## config.mk

```make
export PLATFORM = sky130hd
export DESIGN_NAME = hamming_dec
export DESIGN_NICKNAME = d
export VERILOG_FILES = /design/src/rtl/hamming_pkg.sv /design/src/rtl/hamming_syndrome.sv /design/src/rtl/hamming_dec.sv
export SDC_FILE = /design/constraint.sdc
export NUM_CORES = 1
export LEC_CHECK = 0
export BUFFER_PORTS_ARGS = -buffer_cell sky130_fd_sc_hd__buf_2
export CAP_MARGIN = 40
export CORE_MARGIN = 2
export CORE_UTILIZATION = 28
export DETAILED_ROUTE_END_ITERATION = 7
export PLACE_DENSITY = 0.51
export SYNTH_ARGS = -nofsm -noshare
export SYNTH_HDL_FRONTEND = slang
export SYNTH_SLANG_ARGS = --single-unit
```

## constraint.sdc

```tcl
create_clock -name clk -period 2.8 [get_ports clk]
set_clock_uncertainty 0.05 [all_clocks]
set_input_delay 0.56 -clock clk [delete_from_list [all_inputs] [get_ports clk]]
set_output_delay 0.56 -clock clk [all_outputs]
set_load 0.005 [all_outputs]
```

## src/rtl/hamming_pkg.sv

```systemverilog
// Shared constants and helpers for the (12,8) Hamming encoder/decoder pair.
// Bit i of a codeword holds Hamming position i+1; parity sits at the
// power-of-two positions, data fills the remaining ones in ascending order.
package hamming_pkg;

  localparam int CODE_W = 12;
  localparam int DATA_W = 8;
  localparam int SYN_W  = 4;
  localparam int PAR_W  = 4;

  typedef logic [CODE_W-1:0] code_t;
  typedef logic [DATA_W-1:0] data_t;
  typedef logic [SYN_W-1:0]  syn_t;

  // Zero-based code bit indices of the parity bits p1, p2, p4, p8.
  localparam int PAR_POS [PAR_W] = '{0, 1, 3, 7};

  // Zero-based code bit index carrying data bit d0..d7.
  localparam int DATA_POS [DATA_W] = '{2, 4, 5, 6, 8, 9, 10, 11};

  // Code bits covered by each syndrome bit (s0 checks positions with bit 0 set, etc.).
  localparam code_t SYN_MASK [SYN_W] = '{12'h555, 12'h666, 12'h878, 12'hF80};

  // Highest syndrome that still names a real code position.
  localparam syn_t SYN_MAX_CORR = 4'd12;

  // Outcome of inspecting one syndrome.
  typedef enum logic [1:0] {
    ERR_NONE   = 2'd0,
    ERR_CORR   = 2'd1,
    ERR_UNCORR = 2'd2
  } err_kind_t;

  // Pull the eight message bits out of a codeword.
  function automatic data_t extract_data(input code_t c);
    data_t d;
    for (int i = 0; i < DATA_W; i++) begin
      d[i] = c[DATA_POS[i]];
    end
    return d;
  endfunction

  // Zero means clean, 1..12 points at a fixable bit, 13..15 cannot be located.
  function automatic err_kind_t classify(input syn_t s);
    err_kind_t k;
    if (s == '0) begin
      k = ERR_NONE;
    end else if (s <= SYN_MAX_CORR) begin
      k = ERR_CORR;
    end else begin
      k = ERR_UNCORR;
    end
    return k;
  endfunction

endpackage

```

## src/rtl/hamming_syndrome.sv

```systemverilog
// Purely combinational syndrome generator: each syndrome bit is the parity
// of the code bits it covers.
module hamming_syndrome
  import hamming_pkg::*;
(
  input  logic [CODE_W-1:0] code,
  output logic [SYN_W-1:0]  syn
);

  generate
    for (genvar gi = 0; gi < SYN_W; gi++) begin : g_syn
      assign syn[gi] = ^(code & SYN_MASK[gi]);
    end
  endgenerate

endmodule

```

## src/rtl/hamming_dec.sv

```systemverilog
// Two-stage (12,8) Hamming decoder with single-error correction, an
// uncorrectable-syndrome flag and saturating error-event counters.
// Stage 1 latches the codeword with its syndrome; stage 2 latches the
// corrected data and flags. Double errors that alias to 1..12 are
// miscorrected by design of the code.
module hamming_dec
  import hamming_pkg::*;
#(
  parameter int CNT_W = 8
) (
  input  logic              clk,
  input  logic              rst,
  input  logic [CODE_W-1:0] code_in,
  input  logic              in_valid,
  input  logic              cnt_clr,
  output logic [DATA_W-1:0] data_out,
  output logic              out_valid,
  output logic [SYN_W-1:0]  syndrome,
  output logic              err_corr,
  output logic              err_uncorr,
  output logic [CNT_W-1:0]  corr_cnt,
  output logic [CNT_W-1:0]  uncorr_cnt
);

  // ---------------------------------------------------------------- stage 1
  syn_t  syn_comb;
  code_t s1_code_reg;
  syn_t  s1_syn_reg;
  logic  s1_valid_reg;

  hamming_syndrome u_syndrome (
    .code (code_in),
    .syn  (syn_comb)
  );

  // Stage 1 register: codeword, its syndrome and the valid marker.
  always_ff @(posedge clk) begin
    if (!rst) begin
      s1_code_reg  <= '0;
      s1_syn_reg   <= '0;
      s1_valid_reg <= 1'b0;
    end else begin
      s1_valid_reg <= in_valid;
      if (in_valid) begin
        s1_code_reg <= code_in;
        s1_syn_reg  <= syn_comb;
      end
    end
  end

  // ------------------------------------------------------ correction logic
  err_kind_t s1_kind;
  code_t     flip_mask;

  assign s1_kind = classify(s1_syn_reg);

  // Exactly one bit is flipped, and only when the syndrome names a position.
  generate
    for (genvar gi = 0; gi < CODE_W; gi++) begin : g_flip
      assign flip_mask[gi] = (s1_kind == ERR_CORR) && (s1_syn_reg == syn_t'(gi + 1));
    end
  endgenerate

  // ---------------------------------------------------------------- stage 2
  data_t data_reg, data_next;
  syn_t  syn_reg, syn_next;
  logic  valid_reg, valid_next;
  logic  corr_reg, corr_next;
  logic  uncorr_reg, uncorr_next;

  // Next-state for stage 2: data/syndrome hold when idle, flags only pulse with valid.
  always_comb begin
    data_next   = data_reg;
    syn_next    = syn_reg;
    valid_next  = s1_valid_reg;
    corr_next   = 1'b0;
    uncorr_next = 1'b0;
    if (s1_valid_reg) begin
      data_next   = extract_data(s1_code_reg ^ flip_mask);
      syn_next    = s1_syn_reg;
      corr_next   = (s1_kind == ERR_CORR);
      uncorr_next = (s1_kind == ERR_UNCORR);
    end
  end

  // Stage 2 register: everything the consumer sees.
  always_ff @(posedge clk) begin
    if (!rst) begin
      data_reg   <= '0;
      syn_reg    <= '0;
      valid_reg  <= 1'b0;
      corr_reg   <= 1'b0;
      uncorr_reg <= 1'b0;
    end else begin
      data_reg   <= data_next;
      syn_reg    <= syn_next;
      valid_reg  <= valid_next;
      corr_reg   <= corr_next;
      uncorr_reg <= uncorr_next;
    end
  end

  // ---------------------------------------------------------------- counters
  // Index 0 counts corrected events, index 1 uncorrectable ones. Counting on
  // the stage-2 load edge keeps each count in step with its visible flag.
  logic [1:0]            cnt_evt;
  logic [CNT_W-1:0]      cnt_reg  [2];
  logic [CNT_W-1:0]      cnt_next [2];

  assign cnt_evt = {uncorr_next, corr_next};

  generate
    for (genvar gi = 0; gi < 2; gi++) begin : g_cnt
      // Clear wins over a same-cycle event; otherwise count up and stick at all-ones.
      always_comb begin
        cnt_next[gi] = cnt_reg[gi];
        if (cnt_clr) begin
          cnt_next[gi] = '0;
        end else if (cnt_evt[gi] && !(&cnt_reg[gi])) begin
          cnt_next[gi] = cnt_reg[gi] + CNT_W'(1);
        end
      end

      // Counter register.
      always_ff @(posedge clk) begin
        if (!rst) begin
          cnt_reg[gi] <= '0;
        end else begin
          cnt_reg[gi] <= cnt_next[gi];
        end
      end
    end
  endgenerate

  // ----------------------------------------------------------------- outputs
  assign data_out   = data_reg;
  assign syndrome   = syn_reg;
  assign out_valid  = valid_reg;
  assign err_corr   = corr_reg;
  assign err_uncorr = uncorr_reg;
  assign corr_cnt   = cnt_reg[0];
  assign uncorr_cnt = cnt_reg[1];

endmodule

```

-- Word-level counts from Yosys, hierarchy flattened
Memory sizes are Yosys's and may differ from the RTL's.
Index checks and enable logic that the tools add are counted.
- flip-flop bits (word level): 32
- memories: 1
- memory bits (writable): 16
- output and inout bits: 31
- input bits: 16
- logic and storage cells: 64
- add/subtract/negate cells: 2
- mux-type cells: 12
- equal/unequal tests: 14
- reductions and logical operators: 23
- bitwise logic cells: 3
- order comparisons: 1
- memory list (name ; words ; width ; rd ports ; clocked after Yosys merged registers in ; write ports ; RTL line ; text):
    cnt_reg ; 2 ; 8 ; 2 ; 0 ; 2 ; hamming_dec.sv:107 ; logic [CNT_W-1:0] cnt_reg [2];
- operator list (operator ; number):
    $mux 8 ; 6
    $reduce_xor 12->1 ; 4
    $eq 4x4->1 const B ; 5
    $add 8x1->8 const B ; 2
    $eq 4x3->1 const B ; 4
    $reduce_and 8->1 ; 2
    $logic_and 1x1->1 ; 14
    $xor 12x12->12 ; 1
    $eq 4x2->1 const B ; 2
    $eq 4x1->1 const B ; 1
    $le 4x4->1 const B ; 1
    $logic_not 4->1 ; 1
    $mux 1 ; 4
    $mux 2 ; 2
    $eq 2x1->1 const B ; 1
    $eq 2x2->1 const B ; 1
    $logic_not 1->1 ; 2
    $or 1x1->1 ; 2

-- Longest topological paths before layout
Gate-level depths: netlist (run 1).
- word-level depth: 9
- gate-level depth with buffers: 5
- depth with buffers taken out: 5

-- By module
Synthesis (run 1) repeated with hierarchy kept, for this count alone.
- cell total of the unflattened synthesis: 213
- area, all modules: 2105.8 µm²
- by module, submodules not included (module ; times used ; sequential area each (µm²) ; area an instance (µm²) ; cells each):
    hamming_dec ; 1 ; 880.8 ; 1930.6 ; 201
    hamming_syndrome ; 1 ; 0.0 ; 175.2 ; 12

-- Worst setup path before layout (run 1)
Ideal clock, no wire load.
- path type: register to register
- start: reg s1_syn_reg[0]
- end: mem cnt_reg[0][5]
- period minus slack after synthesis: 1.522 ns
- cell stages (with the launch flop): 6
- arrival: 1.400 ns
- path slack: 1.278 ns
- path buffers: 1
- path through: dfxtp_1 > or4_4 > and3_4 > buf_6 > nand4_1 > mux2i_1
- RTL lines (element ; RTL line ; text):
    start, declared ; hamming_dec.sv:28 ; syn_t s1_syn_reg;
    start signal, assigned ; hamming_dec.sv:46 ; s1_syn_reg <= syn_comb;
    end, declared ; hamming_dec.sv:107 ;

==> key figures, run 1 <==
Clock network
  • Post-CTS sizing: 0
  • CTS Sinks: 44
  • Clk_lat worst skew: 0.30 ns
  • Cts hold-fix bufs: 0
  • Post-CTS setup repair buffer count: 0
  • CTS tree: built
  • Inserted Clock Buffers: 5
  • Clock Path Buffers: 2
  • Clock Pin Slew Worst Setup and Hold Paths: around 0.080 ns
  • H-tree depth: 2
  • Root buffer cell: clkbuf_8

Worst setup path
  • Worst Setup EP: cnt_reg[1][7]$_SDFFE_PP0P_
  • FF-to-FF End: cnt_reg[1][7]$_SDFFE_PP0P_
  • WS Path Type: reg -> reg
  • Origin of the critical flop-to-flop path: s1_syn_reg[2]$_SDFFE_PN0P_
  • CP endpoint kind: flop
  • Worst EP arrival: between 1.5 and 2 ns
  • Reg-to-reg setup timing slack: just over 1 ns
  • Worst path required time: between 2 and 3 ns
  • Worst setup SP type: flop
  • Reg2Reg Depth: 4
  • Worst Setup SP: s1_syn_reg[2]$_SDFFE_PN0P_
  • Critical path peak fanout: 13

Place
  • Port Buffers: 46
  • Area after DPL: roughly 2500 sq um
  • Detailed-placement wirelength estimate: 3310 um
  • GPL Wtd Cong: 0.731

Synth
  • Post-synth top cells: 44 x dfxtp_1, 19 x nand2_1, 16 x mux2i_1
  • Average footprint of a synthesized cell: approximately 10 sq um
  • Most common cell in the netlist: dfxtp_1
  • Unique masters post-synth: between 40 and 50
  • Post-synth EDFFs: 0
  • Synth Flop Type: dfxtp_1
  • Largest area contributor in the netlist: dfxtp_1
  • FFs w/ async S/R, synth: 0%
  • Yosys warning count: 0
  • Syn Inst Count: around 220
  • Sequential share of the synthesized area: 40.6%
  • Synthesized cell area: about 2200 sq um
  • Yosys top cell area share: 40.6%
  • Synth Register Bits: 44
  • Synth Net Count: 241
  • Synth area leaders: dfxtp_1 41%, mux2i_1 7.4%, xnor2_1 5.7%, nor2b_1 4.3%, o211a_1 3.7%

STA
  • Final setup vio count: 0
  • Pins over their slew limit: 0
  • Final period util: a little under two thirds
  • Setup TNS Final: 0 ns
  • RSZ-0062 raised after global routing: false
  • Max_slew headroom: 58.1%
  • FMAX: about 560 MHz
  • Worst slew pin tran: 0.627 ns
  • Minimum clock period after layout: roughly 1.8 ns
  • Fin. Hold Viols: 0

Detailed routing
  • Final ANT Viol Nets: 0
  • Vias: approximately 1,700
  • Post-DR vias/cell: between 4 and 5
  • Initial DRC Count: 47
  • Drt drc: 0
  • First-pass DRT Iterations: 4
  • Drt wl/cell: 12.9 um
  • Final wirelength: roughly 4700 um

Flow run
  • Max-cap violations: 0

Die
  • Chip width: about 92 um
  • Die ar.: 8460 sq um
  • Top Ports: between 40 and 50
  • Chip height: 92 um
  • Core area: 7610 sq um
  • Initial Util: between 20% and 30%
  • Row count: 32

Global route
  • GRT Overall Usage: a little under an eighth
  • First-pass GRT wire length: about 8000 um
  • Vias in the first global route: 1,559
  • Global route total overflow: 0
  • Pin count of the biggest net entering global routing: 31
  • Initial antenna violation count: 0

Power and ir drop
  • Total chip power: 1.33 mW
  • Cell Pwr Density: a little over 500 nW/um^2
  • Peak supply drop: 182 uV
  • Leakage: about 1.1 nW

Worst hold path
  • Worst min-delay path category: reg -> reg

Layout
  • Largest register FFs: 16
  • Share of layout cells above drive strength 1: 25.2%
  • Final Cell Area: 2570 sq um
  • Post-layout net count: approximately 280
  • ANT cells: 0
  • Synthesis-to-finish area growth: 18.4%

Status
  • Status: finished, final reports clean
-- layout make-up --
type	count	area (sq um)
multi-input cells	160	1200
fillers	823	5040
clock buffers	6	72.6
clock inverters	2	35.0
inverters	3	11.3
flip-flops and latches	44	881
well taps	102	128
repair buffers	47	238
-- placed cells by master (no fill, tap or decap), types with 2 or more instances in the layout --
cell / instances
buf_2: 46
dfxtp_1: 44
nand2_1: 19
mux2i_1: 16
nor2b_1: 15
xnor2_1: 14
a21oi_1: 11
o211a_1: 8
o21ai_0: 7
xor2_1: 7
and4bb_2: 6
nand3_1: 5
nand4_1: 5
or3_1: 5
and2_1: 5
clkbuf_8: 5
nand2b_1: 4
nor2_1: 4
inv_1: 3
o31ai_1: 2
or4_1: 2
and4_1: 2
o211ai_1: 2
o311ai_0: 2
a31oi_1: 2
xnor3_1: 2
nand4b_1: 2
ha_1: 2
-- cell families (layout without fill, tap and decap cells) --
kind of cell               after synthesis  after routing  share of synthesized area, %
AOI/OAI and AO/OA                       41             41                          13.9
xor gates and xnor gates                23             23                          10.6
adders and majority gates                2              2                          1.15
buffers and inverters                   19             58                          3.92
DFF                                     44             44                          40.6
muxes                                   16             16                          7.39
and+or+nand+nor                         78             78                          22.4
-- routing by layer --
| layer | GRT usage, % | wire (um) | vias to the layer above |
|---|---|---|---|
| met2 | 18.1 | 2100 | 43 |
| li1 | - | - | 874 |
| met1 | 15.6 | 2290 | 780 |
| met5 | 0 | 0 | - |
| met4 | 4.10 | 61 | 0 |
| met3 | 4.03 | 251 | 5 |
-- metrics by stage --
step                      instances  setup WS [ns]  util [%]  hold slack [ns]
after floorplan                 223           1.28         -            0.427
after global placement          356          0.789      32.3            0.417
after detailed placement        356          0.757      32.3            0.417
after CTS                       364           1.03      33.8            0.438
after global routing            364          0.865      33.8            0.457
final                           364           1.01      33.8            0.432
-- where the power goes --
part	switching [mW]	internal [mW]
registers	0.0346	0.652
logic	0.0740	0.0891
clock network	0.219	0.265
-- worst max-delay path: stages, from the launching register on --
cell	delay [ns]
dfxtp_1	0.58
o2111a_2	0.34
o21ai_2	0.13
or4_1	0.45
mux2i_1	0.13
-- worst min path at each step --
stage,start,end,slack (ns),cells past startpoint
final,data_out[4]$_SDFFE_PN0P_,data_out[4]$_SDFFE_PN0P_,0.43,1
after global routing,data_out[3]$_SDFFE_PN0P_,data_out[3]$_SDFFE_PN0P_,0.46,1
after CTS,data_out[6]$_SDFFE_PN0P_,data_out[6]$_SDFFE_PN0P_,0.44,1
after detailed placement,data_out[6]$_SDFFE_PN0P_,data_out[6]$_SDFFE_PN0P_,0.42,1
after global placement,data_out[4]$_SDFFE_PN0P_,data_out[4]$_SDFFE_PN0P_,0.42,1
after floorplan,data_out[1]$_SDFFE_PN0P_,data_out[1]$_SDFFE_PN0P_,0.43,1
Power figures use the tool's default switching activity.
==> inputs of run 2 (changes only) <==
- clock period: 2.8 -> 1.75 ns (I/O delays scaled with it)
==> run 2 against run 1 <==
Sequential share of layout area down 0.40 points. Design area up 1.2%. Wire length up 1.4%. Largest power group unchanged.
==> key figures, run 2 (synthesis results as in run 1) <==
Layout
  • Share of layout cells above drive strength 1: around 27%
  • Post-layout net count: about 290
  • Most frequent cells in the layout: 46 x buf_2, 44 x dfxtp_1, 19 x nand2_1
  • Most common cell after layout, fill and taps aside: buf_2
  • ANT cells: 0
  • Largest register FFs: 16
  • Synthesis-to-finish area growth: 19.8%

Clock network
  • Post-CTS setup repair buffer count: 0
  • Cts hold-fix bufs: 0
  • CTS tree: built
  • Root buffer cell: clkbuf_8
  • Clock Pin Slew Worst Setup and Hold Paths: 0.08 ns
  • Clock Path Buffers: 2
  • Clk_lat worst skew: a little under 0.3 ns
  • Inserted Clock Buffers: 5
  • Post-CTS sizing: 0
  • CTS Sinks: 44
  • H-tree depth: 2

Die
  • Chip height: 92 um
  • Chip width: between 90 and 100 um
  • Die ar.: 8460 sq um
  • Initial Util: 28.5%
  • Core area: 7610 sq um
  • Row count: 32
  • Top Ports: 47

Worst setup path
  • WS Path Type: reg -> reg
  • Worst EP arrival: ~1.7 ns
  • CP endpoint kind: flop
  • Critical path peak fanout: 10
  • Worst setup SP type: flop
  • Worst path required time: approximately 1.9 ns

Detailed routing
  • Final wirelength: between 4000 and 5000 um
  • First-pass DRT Iterations: 4
  • Vias: ~1,700
  • Initial DRC Count: 33
  • Final ANT Viol Nets: 0
  • Drt wl/cell: 12.9 um
  • Drt drc: 0
  • Post-DR vias/cell: about 4.6

Global route
  • Global route total overflow: 0
  • Vias in the first global route: between 1,500 and 2,000
  • First-pass GRT wire length: 7960 um
  • GRT Overall Usage: 11.9%
  • Pin count of the biggest net entering global routing: 28
  • Initial antenna violation count: 0

Place
  • DP Worst Slack: approximately 0.18 ns
  • Detailed-placement wirelength estimate: about 3500 um
  • GPL Wtd Cong: 0.794
  • Port Buffers: 46

STA
  • FMAX: around 630 MHz
  • Fin. Hold Viols: 0
  • Max_slew headroom: approximately three quarters
  • Pins over their slew limit: 0
  • Setup TNS Final: 0 ns
  • Setup ws final: ~0.17 ns
  • Final setup vio count: 0
  • Minimum clock period after layout: ~1.6 ns
  • Worst slew pin tran: between 0.3 and 0.4 ns
  • Final period util: 90.1%
  • RSZ-0062 raised after global routing: false

Power and ir drop
  • Sw Share: 25.8%
  • NetSw: roughly 0.51 mW
  • Internal power: roughly 1.5 mW
  • Cell Pwr Density: around 770 nW/um^2
  • Combinational share of power: ~16%
  • Seq pwr share: a little over half
  • Peak supply drop: between 300 and 400 uV
  • Clock network power share: a little under a third
  • Leakage: 1.14 nW

Worst hold path
  • Worst min-delay path category: in -> reg

Status
  • Status: finished, final reports clean

Flow run
  • Max-cap violations: 0
-- run 2: final cells by class --
class,instances,area [sq um]
Clock buffer,6,72.6
Fill cell,826,5010
Clock inverter,1,5.00
Inverter,3,11.3
Tap cell,102,128
Sequential cell,44,881
Multi-Input combinational cell,160,1200
Timing Repair Buffer,55,298
-- run 2: final timing paths --
path	start	to	slack (ns)	depth (start not counted)
worst max register to register	cnt_reg[1][0]$_SDFFE_PP0P_	cnt_reg[1][7]$_SDFFE_PP0P_	0.17	5
worst min-delay path	rst	err_corr$_SDFF_PN0_	0.28	2
worst min register to register	data_out[3]$_SDFFE_PN0P_	data_out[3]$_SDFFE_PN0P_	0.43	1
worst max-delay path	cnt_reg[1][0]$_SDFFE_PP0P_	cnt_reg[1][7]$_SDFFE_PP0P_	0.17	5
-- run 2: worst max-delay path, stage by stage, from the launching register on --
cell	delay [ns]
dfxtp_1	0.35
ha_1	0.25
nand4_1	0.14
o21ai_2	0.12
or4_1	0.43
mux2i_1	0.13
-- run 2: power by group through the flow --
stage | clock network, mW | registers, mW | logic [mW]
after floorplan | 0 | 1.09 | 0.220
after detailed placement | 0 | 1.10 | 0.315
final | 0.606 | 1.07 | 0.311
after CTS | 0.638 | 1.07 | 0.317
after global placement | 0 | 1.10 | 0.312
after global routing | 0.674 | 1.08 | 0.347
-- run 2: metrics by stage --
stage	std cells	area (sq um)	hold slack [ns]	util (%)	power, mW
global placement	364	2520	0.412	33.1	1.41
detailed placement	364	2520	0.415	33.1	1.41
global route	371	2600	0.296	34.1	2.10
CTS	371	2600	0.284	34.1	2.03
floorplan	223	2170	0.427	-	1.31
finish	371	2600	0.284	34.1	1.99
-- run 2: per-layer routing --
layer	GRT usage (%)	vias to the layer above	routed length, um
li1	-	888	-
met1	14.6	787	2250
met2	19.9	37	2260
met3	3.37	5	191
met4	4.10	0	62
met5	0	-	0
==> inputs of run 3 (changes only) <==
- GPL_ROUTABILITY_DRIVEN: not set -> 0
- PLACE_DENSITY: 0.51 -> 0.52
- SLEW_MARGIN: not set -> 20
- clock period: 1.75 -> 1.4 ns (I/O delays scaled with it)
==> run 3 against run 2 <==
The run now ends with negative setup slack left. Total power increased by 30%. Register-to-register slack got worse by 0.25 ns. Die area unchanged. Sequential share of layout area decreased by 3.0 points. Clock-buffer cell count increased by 2. Design area increased by 11%. Combinational power increased by 35%. Critical path depth decreased by 1. Flip-flop and latch count unchanged. Critical path type unchanged. Critical endpoint is now cnt_reg[0][5]$_SDFFE_PP0P_. Largest cell class unchanged.
==> key figures, run 3 (synthesis results as in run 1) <==
Status
  • Status: finished with violations
  • Failing checks: negative setup slack

Clock network
  • Clock Pin Slew Worst Setup and Hold Paths: around 0.080 ns
  • Cts hold-fix bufs: 0
  • H-tree depth: 2
  • Clk_lat worst skew: between 0.2 and 0.3 ns
  • CTS Sinks: 44
  • CTS tree: built
  • Inserted Clock Buffers: 5
  • Root buffer cell: clkbuf_8
  • Clock Path Buffers: 2

Die
  • Chip width: 92 um
  • Die ar.: roughly 8500 sq um
  • Chip height: slightly above 90 um
  • Row count: 32
  • Core area: about 7600 sq um
  • Top Ports: between 40 and 50
  • Initial Util: 28.5%

Power and ir drop
  • Peak supply drop: ~380 uV
  • Leakage: ~1.3 nW
  • Total chip power: ~2.6 mW
  • Cell Pwr Density: around 900 nW/um^2

Worst setup path
  • WS Path Type: reg -> reg
  • Crit path max-delay cell type: or4_4
  • Worst setup SP type: flop
  • Worst EP arrival: between 1.5 and 2 ns
  • Largest stage delay on the critical path: 0.55 ns
  • Worst-path cell chain: or4_4 -> and3_4 -> nand4_1 -> mux2i_1
  • CP bufs+invs: 0
  • Reg-to-reg setup timing slack: -0.08 ns
  • Worst path required time: between 1.5 and 2 ns
  • Critical path peak fanout: 6
  • Crit path max-delay family: simple AND/OR/NAND/NOR gates
  • Worst Setup SP: s1_syn_reg[3]$_SDFFE_PN0P_
  • Origin of the critical flop-to-flop path: s1_syn_reg[3]$_SDFFE_PN0P_
  • CP endpoint kind: flop

STA
  • Minimum clock period after layout: about 1.5 ns
  • Max_slew headroom: around three quarters
  • Hold_ws: ~0.22 ns
  • Worst slew pin tran: approximately 0.37 ns
  • Setup ws final: -0.0778 ns
  • Fin. Hold Viols: 0
  • Final period util: 106%
  • FMAX: 677 MHz
  • Final setup vio count: 8
  • Pins over their slew limit: 0
  • RSZ-0062 raised after global routing: true

Global route
  • Global route total overflow: 0
  • GRT Overall Usage: about an eighth
  • Vias in the first global route: about 1,800
  • Pin count of the biggest net entering global routing: 29
  • Initial antenna violation count: 0
  • First-pass GRT wire length: about 8500 um

Detailed routing
  • Final ANT Viol Nets: 0
  • Initial DRC Count: 38
  • Vias: ~1,800
  • Final wirelength: 4970 um
  • Drt wl/cell: about 12 um
  • Post-DR vias/cell: approximately 4.6
  • First-pass DRT Iterations: 5
  • Drt drc: 0

Layout
  • Synthesis-to-finish area growth: 33.1%
  • Register area: 891 sq um
  • Finished Layout Cells: approximately 400
  • FILL cells: roughly 800
  • Largest register FFs: 16
  • ANT cells: 0
  • Most frequent cells in the layout: 46 x buf_2, 36 x dfxtp_1, 32 x buf_4
  • Share of layout cells above drive strength 1: between 30% and 40%
  • Most common cell after layout, fill and taps aside: buf_2
  • Post-layout net count: roughly 310
  • Multi-input gate area: 1250 sq um

Worst hold path
  • Worst min-delay path category: in -> reg
  • Worst hold path startpoint: code_in[8]

Place
  • Detailed-placement wirelength estimate: 3630 um
  • DP Worst Slack: -0.109 ns
  • Placed insts: 385
  • Port Buffers: between 40 and 50

Flow run
  • Max-cap violations: 0
[run 3: layer usage]
metal / share of wire [%] / global-route usage (%) / vias up
met5: 0 / 0 / -
met4: 0.38 / 2.99 / 0
met3: 4.2 / 2.96 / 2
met2: 49 / 21.5 / 32
met1: 46 / 15.7 / 843
li1: - / - / 942
[run 3: stage by stage]
stage / utilization [%] / area, sq um / TNS [ns]
final: 37.9 / 2890 / -0.286
after global routing: 37.9 / 2890 / -1.17
after CTS: 37.5 / 2850 / -0.206
after detailed placement: 35.3 / 2680 / -0.540
after global placement: 35.3 / 2680 / -0.241
after floorplan: - / 2170 / -0.259
[run 3: tightest hold or removal path: cells and delay by family]
kind	cells	cell delay (ns)
buffers and inverters	1	0.09
AND/OR/NAND/NOR	1	0.09
multiplexers	1	0.06
[run 3: final timing paths]
| path | end | depth (start not counted) |
|---|---|---|
| worst max-delay path | cnt_reg[0][5]$_SDFFE_PP0P_ | 4 |
| worst min-delay path | s1_code_reg[8]$_SDFFE_PN0P_ | 3 |
| worst max register to register | cnt_reg[0][5]$_SDFFE_PP0P_ | 4 |
| worst min register to register | data_out[2]$_SDFFE_PN0P_ | 1 |
[run 3: report_power, final]
| part | leakage [nW] | switching (mW) | internal [mW] |
|---|---|---|---|
| logic | 0.880 | 0.194 | 0.224 |
| registers | 0.362 | 0.0373 | 1.31 |
| clock network | 0.0455 | 0.421 | 0.403 |
| total | 1.29 | 0.652 | 1.94 |
[run 3: cell type report]
type / count / share of cell area, %
Timing Repair Buffer: 82 / 17.9
Sequential cell: 44 / 30.9
Tap cell: 102 / 4.42
Clock buffer: 8 / 3.12
Inverter: 3 / 0.390
Multi-Input combinational cell: 160 / 43.3
[run 3: what timing repair did]
| item | in CTS | in global routing |
|---|---|---|
| setup endpoints to repair | 12 | 20 |
| gates resized for setup | 11 | 10 |
| pin swaps | 10 | 9 |
| buffers inserted | 7 | 1 |
